## src/rtl/regfile_wb_arbiter_if.sv

```systemverilog
// regfile_wb_arbiter_if
//   Bundles the writeback-arbiter bus: pipeline WB request, M-unit result
//   handshake, register-file write port and the hazard-side pending status.
//   slave  : the arbiter (takes requests, drives RF/status)
//   master : the surroundings (pipeline, M-unit, register file, hazard unit)
interface regfile_wb_arbiter_if #(
  parameter int DATA_W     = 32,
  parameter int ADDR_W     = 5,
  parameter int FIFO_DEPTH = 2
);
  localparam int CNT_W = $clog2(FIFO_DEPTH + 1);

  logic              WB_VALID;
  logic [ADDR_W-1:0] WB_ADDR;
  logic [DATA_W-1:0] WB_DATA;
  logic              WB_STALL;

  logic              M_VALID;
  logic              M_READY;
  logic [ADDR_W-1:0] M_ADDR;
  logic [DATA_W-1:0] M_DATA;

  logic              RF_WRITEENABLE;
  logic [ADDR_W-1:0] RF_WRITEADDRESS;
  logic [DATA_W-1:0] RF_WRITEDATA;

  logic [31:0]       PEND_MASK;
  logic [CNT_W-1:0]  PENDING_COUNT;

  modport slave (
    input  WB_VALID, WB_ADDR, WB_DATA, M_VALID, M_ADDR, M_DATA,
    output WB_STALL, M_READY, RF_WRITEENABLE, RF_WRITEADDRESS, RF_WRITEDATA,
           PEND_MASK, PENDING_COUNT
  );

  modport master (
    output WB_VALID, WB_ADDR, WB_DATA, M_VALID, M_ADDR, M_DATA,
    input  WB_STALL, M_READY, RF_WRITEENABLE, RF_WRITEADDRESS, RF_WRITEDATA,
           PEND_MASK, PENDING_COUNT
  );
endinterface

```

## src/rtl/regfile_wb_arbiter.sv

```systemverilog
// regfile_wb_arbiter
//   Shares the single register-file write port between the pipeline WB stage
//   (priority) and queued M-unit results. M results wait in a small FIFO and
//   drain into free slots; after STARVE_LIMIT consecutive lost slots the FIFO
//   head is forced through and the pipeline is stalled for that cycle.
// Ports
//   CLK   : clock, rising edge
//   RESET : synchronous, active-low reset
//   bus   : slave side of regfile_wb_arbiter_if (WB request/stall, M handshake,
//           RF write port, PEND_MASK, PENDING_COUNT)
module regfile_wb_arbiter #(
  parameter int DATA_W       = 32,
  parameter int ADDR_W       = 5,
  parameter int FIFO_DEPTH   = 2,
  parameter int STARVE_LIMIT = 4
) (
  input  logic                 CLK,
  input  logic                 RESET,
  regfile_wb_arbiter_if.slave  bus
);

  localparam int CNT_W = $clog2(FIFO_DEPTH + 1);
  localparam int PTR_W = $clog2(FIFO_DEPTH);
  localparam int STV_W = $clog2(STARVE_LIMIT + 1);

  typedef enum logic [1:0] {
    SEL_NONE = 2'd0,
    SEL_WB   = 2'd1,
    SEL_FIFO = 2'd2
  } sel_e;

  logic [ADDR_W-1:0] fifo_addr_q [FIFO_DEPTH];
  logic [DATA_W-1:0] fifo_data_q [FIFO_DEPTH];

  logic [PTR_W-1:0]  wr_ptr_q, wr_ptr_d;
  logic [PTR_W-1:0]  rd_ptr_q, rd_ptr_d;
  logic [CNT_W-1:0]  count_q, count_d;
  logic [STV_W-1:0]  starve_q, starve_d;

  logic              rf_we_q, rf_we_d;
  logic [ADDR_W-1:0] rf_addr_q, rf_addr_d;
  logic [DATA_W-1:0] rf_data_q, rf_data_d;

  logic              fifo_empty;
  logic              m_ready;
  logic              wb_req;
  logic              force_pop;
  logic              push;
  logic              pop;
  sel_e              sel;
  logic [31:0]       pend_mask;

  assign fifo_empty = (count_q == '0);
  // Readiness depends on occupancy only: a full FIFO does not accept even if
  // it pops in the same cycle.
  assign m_ready    = RESET && (count_q < CNT_W'(FIFO_DEPTH));
  // A write to x0 is not a real request and leaves the slot for the FIFO.
  assign wb_req     = bus.WB_VALID && (bus.WB_ADDR != '0);
  assign force_pop  = !fifo_empty && (starve_q == STV_W'(STARVE_LIMIT));
  // Results for x0 are handshaken but never stored.
  assign push       = bus.M_VALID && m_ready && (bus.M_ADDR != '0);
  assign pop        = (sel == SEL_FIFO);

  always_comb begin
    sel = SEL_NONE;
    if (force_pop) begin
      sel = SEL_FIFO;
    end else if (wb_req) begin
      sel = SEL_WB;
    end else if (!fifo_empty) begin
      sel = SEL_FIFO;
    end
  end

  always_comb begin
    rf_we_d   = 1'b0;
    rf_addr_d = rf_addr_q;
    rf_data_d = rf_data_q;
    case (sel)
      SEL_WB: begin
        rf_we_d   = 1'b1;
        rf_addr_d = bus.WB_ADDR;
        rf_data_d = bus.WB_DATA;
      end
      SEL_FIFO: begin
        rf_we_d   = 1'b1;
        rf_addr_d = fifo_addr_q[rd_ptr_q];
        rf_data_d = fifo_data_q[rd_ptr_q];
      end
      default: ;
    endcase
  end

  always_comb begin
    wr_ptr_d = push ? wr_ptr_q + PTR_W'(1) : wr_ptr_q;
    rd_ptr_d = pop  ? rd_ptr_q + PTR_W'(1) : rd_ptr_q;
    count_d  = count_q + CNT_W'(push) - CNT_W'(pop);
    starve_d = starve_q;
    if (fifo_empty || pop) begin
      starve_d = '0;
    end else if ((sel == SEL_WB) && (starve_q != STV_W'(STARVE_LIMIT))) begin
      starve_d = starve_q + STV_W'(1);
    end
  end

  always_ff @(posedge CLK) begin
    if (!RESET) begin
      wr_ptr_q  <= '0;
      rd_ptr_q  <= '0;
      count_q   <= '0;
      starve_q  <= '0;
      rf_we_q   <= 1'b0;
      rf_addr_q <= '0;
      rf_data_q <= '0;
    end else begin
      wr_ptr_q  <= wr_ptr_d;
      rd_ptr_q  <= rd_ptr_d;
      count_q   <= count_d;
      starve_q  <= starve_d;
      rf_we_q   <= rf_we_d;
      rf_addr_q <= rf_addr_d;
      rf_data_q <= rf_data_d;
    end
  end

  // Storage needs no reset: validity is carried by the pointers and count.
  always_ff @(posedge CLK) begin
    if (push) begin
      fifo_addr_q[wr_ptr_q] <= bus.M_ADDR;
      fifo_data_q[wr_ptr_q] <= bus.M_DATA;
    end
  end

  // An entry is live when its distance from the read pointer is below count.
  always_comb begin
    logic [PTR_W-1:0] off;
    off       = '0;
    pend_mask = '0;
    for (int i = 0; i < FIFO_DEPTH; i++) begin
      off = PTR_W'(i) - rd_ptr_q;
      if (CNT_W'(off) < count_q) begin
        pend_mask = pend_mask | (32'(1) << fifo_addr_q[i]);
      end
    end
  end

  assign bus.M_READY         = m_ready;
  assign bus.WB_STALL        = RESET && force_pop;
  assign bus.RF_WRITEENABLE  = rf_we_q;
  assign bus.RF_WRITEADDRESS = rf_addr_q;
  assign bus.RF_WRITEDATA    = rf_data_q;
  assign bus.PEND_MASK       = pend_mask;
  assign bus.PENDING_COUNT   = count_q;

endmodule

```

## src/flat_wrapper.sv

```systemverilog
// flat-port wrapper written by rule: the top's interface ports become plain ports
module regfile_wb_arbiter_flat 
#(
  parameter int DATA_W       = 32,
  parameter int ADDR_W       = 5,
  parameter int FIFO_DEPTH   = 2,
  parameter int STARVE_LIMIT = 4
)
  (CLK, RESET, bus_WB_VALID, bus_WB_ADDR, bus_WB_DATA, bus_M_VALID, bus_M_ADDR, bus_M_DATA, bus_WB_STALL, bus_M_READY, bus_RF_WRITEENABLE, bus_RF_WRITEADDRESS, bus_RF_WRITEDATA, bus_PEND_MASK, bus_PENDING_COUNT);
  regfile_wb_arbiter_if #(.DATA_W(DATA_W), .ADDR_W(ADDR_W), .FIFO_DEPTH(FIFO_DEPTH)) bus_i ();
  input  logic CLK;
  input  logic RESET;
  input wire logic [$bits(bus_i.WB_VALID)-1:0] bus_WB_VALID;
  input wire logic [$bits(bus_i.WB_ADDR)-1:0] bus_WB_ADDR;
  input wire logic [$bits(bus_i.WB_DATA)-1:0] bus_WB_DATA;
  input wire logic [$bits(bus_i.M_VALID)-1:0] bus_M_VALID;
  input wire logic [$bits(bus_i.M_ADDR)-1:0] bus_M_ADDR;
  input wire logic [$bits(bus_i.M_DATA)-1:0] bus_M_DATA;
  output wire logic [$bits(bus_i.WB_STALL)-1:0] bus_WB_STALL;
  output wire logic [$bits(bus_i.M_READY)-1:0] bus_M_READY;
  output wire logic [$bits(bus_i.RF_WRITEENABLE)-1:0] bus_RF_WRITEENABLE;
  output wire logic [$bits(bus_i.RF_WRITEADDRESS)-1:0] bus_RF_WRITEADDRESS;
  output wire logic [$bits(bus_i.RF_WRITEDATA)-1:0] bus_RF_WRITEDATA;
  output wire logic [$bits(bus_i.PEND_MASK)-1:0] bus_PEND_MASK;
  output wire logic [$bits(bus_i.PENDING_COUNT)-1:0] bus_PENDING_COUNT;
  assign bus_i.WB_VALID = bus_WB_VALID;
  assign bus_i.WB_ADDR = bus_WB_ADDR;
  assign bus_i.WB_DATA = bus_WB_DATA;
  assign bus_i.M_VALID = bus_M_VALID;
  assign bus_i.M_ADDR = bus_M_ADDR;
  assign bus_i.M_DATA = bus_M_DATA;
  assign bus_WB_STALL = bus_i.WB_STALL;
  assign bus_M_READY = bus_i.M_READY;
  assign bus_RF_WRITEENABLE = bus_i.RF_WRITEENABLE;
  assign bus_RF_WRITEADDRESS = bus_i.RF_WRITEADDRESS;
  assign bus_RF_WRITEDATA = bus_i.RF_WRITEDATA;
  assign bus_PEND_MASK = bus_i.PEND_MASK;
  assign bus_PENDING_COUNT = bus_i.PENDING_COUNT;
  regfile_wb_arbiter #(.DATA_W(DATA_W), .ADDR_W(ADDR_W), .FIFO_DEPTH(FIFO_DEPTH), .STARVE_LIMIT(STARVE_LIMIT)) u_core (.CLK(CLK), .RESET(RESET), .bus(bus_i));
endmodule
```

## config.mk

```make
export PLATFORM = sky130hd
export DESIGN_NAME = regfile_wb_arbiter_flat
export DESIGN_NICKNAME = d
export VERILOG_FILES = /design/src/rtl/regfile_wb_arbiter_if.sv /design/src/rtl/regfile_wb_arbiter.sv /design/src/flat_wrapper.sv
export SDC_FILE = /design/constraint.sdc
export NUM_CORES = 1
export LEC_CHECK = 0
export CELL_PAD_IN_SITES_DETAIL_PLACEMENT = 0
export CELL_PAD_IN_SITES_GLOBAL_PLACEMENT = 1
export CORE_UTILIZATION = 25
export DETAILED_ROUTE_END_ITERATION = 12
export PLACE_DENSITY = 0.69
export REMOVE_ABC_BUFFERS = 1
export SLEW_MARGIN = 30
export SYNTH_ARGS = -nofsm -noshare
export SYNTH_HDL_FRONTEND = slang
export SYNTH_SLANG_ARGS = --single-unit
```

## constraint.sdc

```tcl
create_clock -name CLK -period 4.4 [get_ports CLK]
set_clock_uncertainty 0.15 [all_clocks]
set_input_delay 1.1 -clock CLK [delete_from_list [all_inputs] [get_ports CLK]]
set_output_delay 1.1 -clock CLK [all_outputs]
set_load 0.02 [all_outputs]
```

After elaboration in Yosys (flattened, before gate mapping). Memory sizes are Yosys's and may differ from the RTL's. A register that Yosys moved wholly into a read port is not among the register bits. Cells that the tools add are included. Widths: inputs -> output; s select.

Bits in latches: 0. Output and inout bits: 74. Bits in read-only memories: 0. Flip-flop bits (word level): 45. Memories: 2. Input port bits: 78. Word-level logic and storage cells: 56. Memory bits (writable): 74.

Memory list: u_core.fifo_data_q (depth 2, bits a word 32, read ports 1, clocked after Yosys merged registers in 1, write ports 1, RTL line regfile_wb_arbiter.sv:33) `logic [DATA_W-1:0] fifo_data_q [FIFO_DEPTH];`; u_core.fifo_addr_q (depth 2, bits a word 5, read ports 3, clocked after Yosys merged registers in 1, write ports 1, RTL line regfile_wb_arbiter.sv:32) `logic [ADDR_W-1:0] fifo_addr_q [FIFO_DEPTH];`.

Multiply operators: 0. Reduce and logical (&&, ||, !) cells: 15. Bitwise operators: 2. Eq/ne operators: 4. $lt $le $gt $ge: 3. Div/mod/pow operators: 0. Mux-type cells: 14. Shifts and indexed selects: 2. Add/subtract/negate cells: 7.

Operators with widths (number): $mux 32 (2); $pmux 32 s2 (1); $shl 1x5->32 const A (2); $or 32x32->32 (1); $pmux 5 s2 (1); $reduce_bool 5->1 (2); $logic_and 1x1->1 (7); $mux 1 (7); $mux 2 (3); $lt 1x2->1 (2); $reduce_or 2->1 (2); $add 3x1->3 const B (1); $eq 3x3->1 const B (1); $ne 3x3->1 const B (1); $add 1x1->1 const B (2); $add 2x1->2 (1); $eq 2x1->1 const B (1); $eq 2x2->1 const B (1); $logic_not 2->1 (1); $lt 2x2->1 const B (1); $reduce_bool 2->1 (1); $sub 1x1->1 const A (2); $sub 2x1->2 (1); $logic_not 1->1 (1); other kinds (2) (2).

Depth between registers and ports, before layout. Gate-level depths: netlist of the first run.

Word-level depth: 7. Depth in mapped cells: 11.

Worst setup path after synthesis of the first run. OpenSTA, ideal clock, no wires.

Path type: input to register. Start: in RESET. End: mem u_core.fifo_addr_q[0][0] (enable). Arrival time: 3211 ps. Path slack: 603 ps. Required time: 3814 ps. Cell stages on the path: 4. Path through: buf_2 nand3b_1 a21oi_1 nor2b_1.

Word-level cells in the longest chain between the ends: 5.

Ends and longest elaborated chain: start, declared (RTL line flat_wrapper.sv:12) `input logic RESET;`; $logic_and 1x1->1 (RTL line regfile_wb_arbiter.sv:56) `assign m_ready = RESET && (count_q < CNT_W'(FIFO_DEPTH));`; $logic_and 1x1->1 (2 in series) (RTL line regfile_wb_arbiter.sv:61) `assign push = bus.M_VALID && m_ready && (bus.M_ADDR != '0);`; $mux 1 (RTL line regfile_wb_arbiter.sv:128) `if (push) begin`; $mux 1 (implied by the code) (RTL line regfile_wb_arbiter.sv:129) `fifo_addr_q[wr_ptr_q] <= bus.M_ADDR;`; end, declared (RTL line regfile_wb_arbiter.sv:32).

Every way passes these cells.

Worst setup path in the final report of the first run.
Start: reg u_core.count_q[0] (netlist: u_core.bus.PENDING_COUNT[0]). End: out bus_PEND_MASK[4].

Word-level cells in the longest chain between the ends: 4. Elaborated cells between the ends (all ways): 5.

Ends and longest elaborated chain: start, declared (RTL line regfile_wb_arbiter.sv:37) `logic [CNT_W-1:0] count_q, count_d;`; start signal, assigned (RTL line regfile_wb_arbiter.sv:118) `count_q <= count_d;`; $lt 1x2->1 (RTL line regfile_wb_arbiter.sv:141) `if (CNT_W'(off) < count_q) begin`; $mux 32 (RTL line regfile_wb_arbiter.sv:141); $or 32x32->32 (RTL line regfile_wb_arbiter.sv:142) `pend_mask = pend_mask | (32'(1) << fifo_addr_q[i]);`; $mux 32 * (RTL line regfile_wb_arbiter.sv:141); end, declared (RTL line flat_wrapper.sv:24) `output wire logic [$bits(bus_i.PEND_MASK)-1:0] bus_PEND_MASK;`.

Mark *: on every way between the ends. The rest lies on a longest branch, timed or not.

==> impl_metrics.json, run 1 <==
{
  "status": "complete, no violations",
  "cts_buffers": 17,
  "grt_max_degree": 77,
  "slew_headroom_pct": 63.33,
  "cts.reportedPaths.clkPinSlew_ns": 0.05,
  "synthArstFlopShare_pct": 0,
  "cts_setup_buffers": 0,
  "drcViolationCount": 0,
  "max_freq_mhz": 264.6,
  "dpl.cell_count": 821,
  "grt_pass1_wl_mm": 22.11,
  "synthCells": 423,
  "clk_latency_ns": 0.41,
  "dieArea_um2": 21640,
  "critical-path-slowest-cell": "clkdlybuf4s50_1",
  "final_common_cell": "clkdlybuf4s50_1",
  "die_h_um": 147.1,
  "rsz0062_at_grt": "no",
  "yosysTopAreaCellShare_pct": 42.22,
  "synth-edff-count": 74,
  "diodes": 0,
  "wl_mm": 14.07,
  "cp_cell_sequence": "a21oi_1, or4b_4, o22ai_1, clkdlybuf4s50_1",
  "drv_cap": 0,
  "numClockSinks": 120,
  "cts_hold_buf": 0,
  "cts_tree": "done",
  "num_vias": 4097,
  "drv_slew": 0,
  "cts_max_level": 4,
  "cts_resized": 0,
  "synthSimpleGateAreaFrac_pct": 8.795,
  "synth_fa_ha_area_share_pct": 1.426,
  "synth_top_family_by_area": "compound AO/OA/AOI/OAI gates",
  "detail_route.wl_per_cell_um": 16.50,
  "reg2reg_setup_slack_ns": 1.98,
  "cts_root_buf": "clkbuf_16",
  "synth_xor_area_share_pct": 0.9983,
  "cp_max_fo": 10,
  "finalWeightedCongestion": 0.8105,
  "synth.area.mux_share_pct": 7.226,
  "synth_top_cells_by_area": "edfxtp_1 42%, dfxtp_1 17%, mux2i_1 7.2%",
  "timing.hold.ws_ns": 0.3408,
  "fp-row-count": 52,
  "vias_per_cell": 4.803,
  "final_net_count": 654,
  "areaGrowthSynthToFinish_pct": 45.64,
  "power_leakage_nw": 2.585,
  "track_usage_pct": 13.30,
  "antenna_found_initial": 1,
  "worst_slack_ns": 0.6214,
  "pwr_density_cell_nw_per_um2": 487.5,
  "place_area_um2": 7051,
  "crit_path_max_incr_delay_ns": 0.65,
  "syn_area_um2": 5264,
  "holdCritPathClass": "reg2reg",
  "arrival_ns": 2.53,
  "crit_required_ns": 3.15,
  "finish.utilization_pct": 37.52,
  "die_w_um": 147.1,
  "ys_types": 42,
  "portBuffers": 151,
  "yosysWarnings": 0,
  "final_area_um2": 7666,
  "synth_top_area_cell": "edfxtp_1",
  "drt_iter0_markers": 201,
  "tns_ns": 0,
  "ant_nets": 0,
  "fp.coreArea_um2": 20430,
  "syn_area_per_cell_um2": 12.44,
  "layout-drive-gt1-share_pct": 15.27,
  "cp-end-kind": "output pin",
  "min_period_ns": 3.779,
  "ys_seq_elements": 120,
  "startpoint_type": "flop",
  "vdd_drop_max_v": 0.0002253,
  "start_util_pct": 25.77,
  "finalCritPeriodShare_pct": 85.88,
  "grt_pass1_vias": 4245,
  "ys_seq_area_share_pct": 59.71,
  "hold_violations": 0,
  "setup_viol": 0,
  "clockBufferDepth": 2,
  "synth_compound_area_share_pct": 17.99,
  "total_power_mw": 3.737,
  "drt_pre_antenna_iters": 5,
  "grt-ovfl-total": 0,
  "ios": 152,
  "synthFlopType": "edfxtp_1",
  "path_class": "reg2out",
  "place_ws_ns": 0.6162,
  "mostFrequentLayoutCells": "150 x clkdlybuf4s50_1, 74 x edfxtp_1, 46 x nor2_1",
  "dp_hpwl_mm": 9.967,
  "layout.cells.non_filler": 853,
  "worst_pin_slew_ns": 0.5500
}
flip-flops by register name (all words and copies together), names as in the netlist, named ones only:
signal                      count
u_core.fifo_addr_q             10
u_core.rd_ptr_q                 1
u_core.wr_ptr_q                 1
u_core.bus.PENDING_COUNT        2
u_core.bus.RF_WRITEADDRESS      5
u_core.fifo_data_q             64
u_core.bus.RF_WRITEENABLE       1
u_core.starve_q                 3
u_core.bus.RF_WRITEDATA        32
per-layer routing:
layer,GRT usage [%],part of all wire (%)
met5,0,0.057
met4,6.598,2.0
met3,4.472,7.3
met2,21.93,48
met1,15.40,42
critical path: cells and delay by family, from the launching register on:
family	cells	cell delay (ns)
simple gates	1	0.54
compound gates	2	0.35
flops	1	0.58
buf+inv	1	0.65
power by group:
group / switching (mW) / leakage (nW) / internal, mW
registers: 0.0978 / 1.06 / 1.35
logic: 0.444 / 1.23 / 0.401
clock network: 0.474 / 0.303 / 0.972
final timing paths:
kind,startpoint,to,depth (start not counted)
worst max-delay path,u_core.bus.PENDING_COUNT[0],bus_PEND_MASK[4],4
worst min-delay path,u_core.bus.RF_WRITEDATA[5],u_core.bus.RF_WRITEDATA[5],1
worst max register to register,u_core.starve_q[0],u_core.bus.PENDING_COUNT[1],11
worst min register to register,u_core.bus.RF_WRITEDATA[5],u_core.bus.RF_WRITEDATA[5],1
kinds of logic (layout without fill, tap and decap cells):
group / count (synthesis) / in the layout
flip-flops: 120 / 120
buffers and inverters: 38 / 198
XOR/XNOR: 6 / 6
adder cells (fa/ha/maj): 6 / 6
multiplexers: 38 / 38
AND/OR/NAND/NOR: 90 / 90
AO/OA/AOI/OAI: 125 / 125
layout make-up:
class	instances	area [um^2]
multi-input combinational	265	1934
timing repair buffer	160	1612
clock inverter	9	147.6
sequential	120	3144
fill	1987	12760
inverter	6	22.52
clock buffer	23	467.9
tap	270	337.8
synth_stat cells, types with 7 or more instances:
master,count
nand2b_1,7
o22ai_1,33
edfxtp_1,74
a31o_2,37
nor2_1,46
clkbuf_1,11
dfxtp_1,46
a211oi_1,37
mux2i_1,38
buf_2,9
Note: power is estimated with default switching activity, not from simulation.
==> run 2: changes to the inputs <==
--- a/config.mk
+++ b/config.mk
@@ -5,10 +5,12 @@
 export SDC_FILE = /design/constraint.sdc
 export NUM_CORES = 1
 export LEC_CHECK = 0
+export ABC_CLOCK_PERIOD_IN_PS = 4400
 export CELL_PAD_IN_SITES_DETAIL_PLACEMENT = 0
 export CELL_PAD_IN_SITES_GLOBAL_PLACEMENT = 1
 export CORE_UTILIZATION = 25
 export DETAILED_ROUTE_END_ITERATION = 12
+export MAX_ROUTING_LAYER = met4
 export PLACE_DENSITY = 0.69
 export REMOVE_ABC_BUFFERS = 1
 export SLEW_MARGIN = 30
==> run 2 against run 1 <==
Largest cell class unchanged. Combinational power is essentially flat. Non-clock buffer count is the same. Sequential power is essentially flat. Cell area is essentially flat.
==> impl_metrics.json, run 2 (synthesis results as in run 1) <==
{
  "ant_nets": 0,
  "place_ws_ns": 0.6162,
  "detail_route.wl_per_cell_um": 16.48,
  "arrival_ns": 2.52,
  "status": "complete, no violations",
  "drt_pre_antenna_iters": 4,
  "cts.reportedPaths.clkPinSlew_ns": 0.06,
  "wl_mm": 14.07,
  "drt_iter0_markers": 209,
  "final_common_cell": "clkdlybuf4s50_1",
  "met2_usage_pct": 21.96,
  "cts_hold_buf": 0,
  "die_h_um": 147.1,
  "setup_viol": 0,
  "portBuffers": 151,
  "crit_required_ns": 3.15,
  "drv_slew": 0,
  "final_net_count": 654,
  "grt_pass1_wl_mm": 22.08,
  "slew_headroom_pct": 62.80,
  "cts_resized": 0,
  "reg2reg_setup_slack_ns": 1.98,
  "num_vias": 4104,
  "numClockSinks": 120,
  "combPwrFrac_pct": 22.6,
  "total_power_mw": 3.738,
  "cts_root_buf": "clkbuf_16",
  "start_util_pct": 25.77,
  "reg2regPathDepth": 11,
  "finalCritPeriodShare_pct": 85.79,
  "cts_max_level": 4,
  "max_freq_mhz": 264.9,
  "grt_pass1_vias": 4229,
  "power_leakage_nw": 2.585,
  "clockBufferDepth": 2,
  "rr_startpoint": "u_core.starve_q[0]",
  "startpoint_type": "flop",
  "cts_setup_buffers": 0,
  "seqPwrFrac_pct": 38.7,
  "drcViolationCount": 0,
  "rsz0062_at_grt": "no",
  "power.net_switching_mw": 1.017,
  "p_int_mw": 2.721,
  "layout-drive-gt1-share_pct": 15.27,
  "vias_per_cell": 4.806,
  "cts_buffers": 17,
  "dp_hpwl_mm": 9.967,
  "worst_pin_slew_ns": 0.5581,
  "busiest_layer": "met2",
  "areaGrowthSynthToFinish_pct": 45.69,
  "mostFrequentLayoutCells": "150 x clkdlybuf4s50_1, 74 x edfxtp_1, 46 x nor2_1",
  "dieArea_um2": 21640,
  "pwr_density_cell_nw_per_um2": 487.4,
  "pwr-share-clk_pct": 38.7,
  "crit_end": "bus_PEND_MASK[4]",
  "holdCritPathClass": "reg2reg",
  "r2r-end": "u_core.bus.PENDING_COUNT[1]",
  "grt_max_degree": 77,
  "met1_usage_pct": 15.61,
  "cp-end-kind": "output pin",
  "top_register": "u_core.fifo_data_q",
  "clk_latency_ns": 0.41,
  "die_w_um": 147.1,
  "hold_violations": 0,
  "track_usage_pct": 13.75,
  "path_class": "reg2out",
  "nFillCells": 1986,
  "finalWeightedCongestion": 0.8223,
  "grt_use_met3_pct": 4.720,
  "min_period_ns": 3.775,
  "worst_slack_ns": 0.6252,
  "cp_max_fo": 10,
  "switching_share_pct": 27.20,
  "drv_cap": 0,
  "ios": 152,
  "tns_ns": 0,
  "startpoint": "u_core.bus.PENDING_COUNT[0]",
  "antenna_found_initial": 1,
  "fp-row-count": 52,
  "cts_tree": "done",
  "grt-ovfl-total": 0,
  "vdd_drop_max_v": 0.0002259,
  "largest_reg_flops": 64,
  "fp.coreArea_um2": 20430
}
-- run 2: cell count changes in the layout (fill, tap and decap cells not counted), sizes merged --
| cell | before | now |
|---|---|---|
| diode | 0 | 1 |
-- run 2: area by class of cell --
class	instances	area (um^2)	share of cell area (%)
Inverter	6	22.52	0.2937
Clock buffer	23	467.9	6.102
Tap cell	270	337.8	4.405
Timing Repair Buffer	160	1612	21.01
Sequential cell	120	3144	41.00
Antenna cell	1	2.502	0.03263
Multi-Input combinational cell	265	1934	25.22
Clock inverter	9	147.6	1.925
-- run 2: metrics by stage --
step | util [%] | instance area, um^2 | cells | hold WS (ns)
after floorplan | - | 5084 | 391 | 0.3355
after global placement | 34.51 | 7051 | 821 | 0.3305
after detailed placement | 34.51 | 7051 | 821 | 0.3324
after CTS | 37.52 | 7666 | 853 | 0.3457
after global routing | 37.54 | 7669 | 854 | 0.3592
final | 37.54 | 7669 | 854 | 0.3410
-- run 2: power by group through the flow --
stage / Clock, mW / Sequential, mW / Combinational (mW)
global route: 1.52 / 1.46 / 0.909
detailed placement: 0 / 1.47 / 0.854
finish: 1.45 / 1.44 / 0.845
floorplan: 0 / 1.55 / 0.358
global placement: 0 / 1.46 / 0.841
CTS: 1.47 / 1.45 / 0.857
-- run 2: worst min-delay path by stage --
stage	endpoint	slack (ns)	cells after the start	from
after floorplan	u_core.starve_q[2]	0.34	1	u_core.starve_q[2]
after global placement	u_core.bus.RF_WRITEDATA[12]	0.33	1	u_core.bus.RF_WRITEDATA[12]
after detailed placement	u_core.bus.RF_WRITEDATA[5]	0.33	1	u_core.bus.RF_WRITEDATA[5]
after CTS	u_core.bus.RF_WRITEDATA[17]	0.35	1	u_core.bus.RF_WRITEDATA[17]
after global routing	u_core.bus.RF_WRITEDATA[16]	0.36	1	u_core.bus.RF_WRITEDATA[16]
final	u_core.bus.RF_WRITEDATA[5]	0.34	1	u_core.bus.RF_WRITEDATA[5]
-- run 2: layer usage --
metal / part of all wire (%) / wire (um)
met1: 42 / 5950
met2: 48 / 6799
met3: 7.5 / 1056
met4: 1.9 / 263
met5: 0 / 0
-- run 2: worst max-delay path, cell delays in order, from the launching register on --
cell             delay [ns]
dfxtp_1                0.57
a21oi_1                0.17
or4b_4                 0.54
o22ai_1                0.18
clkdlybuf4s50_1        0.65
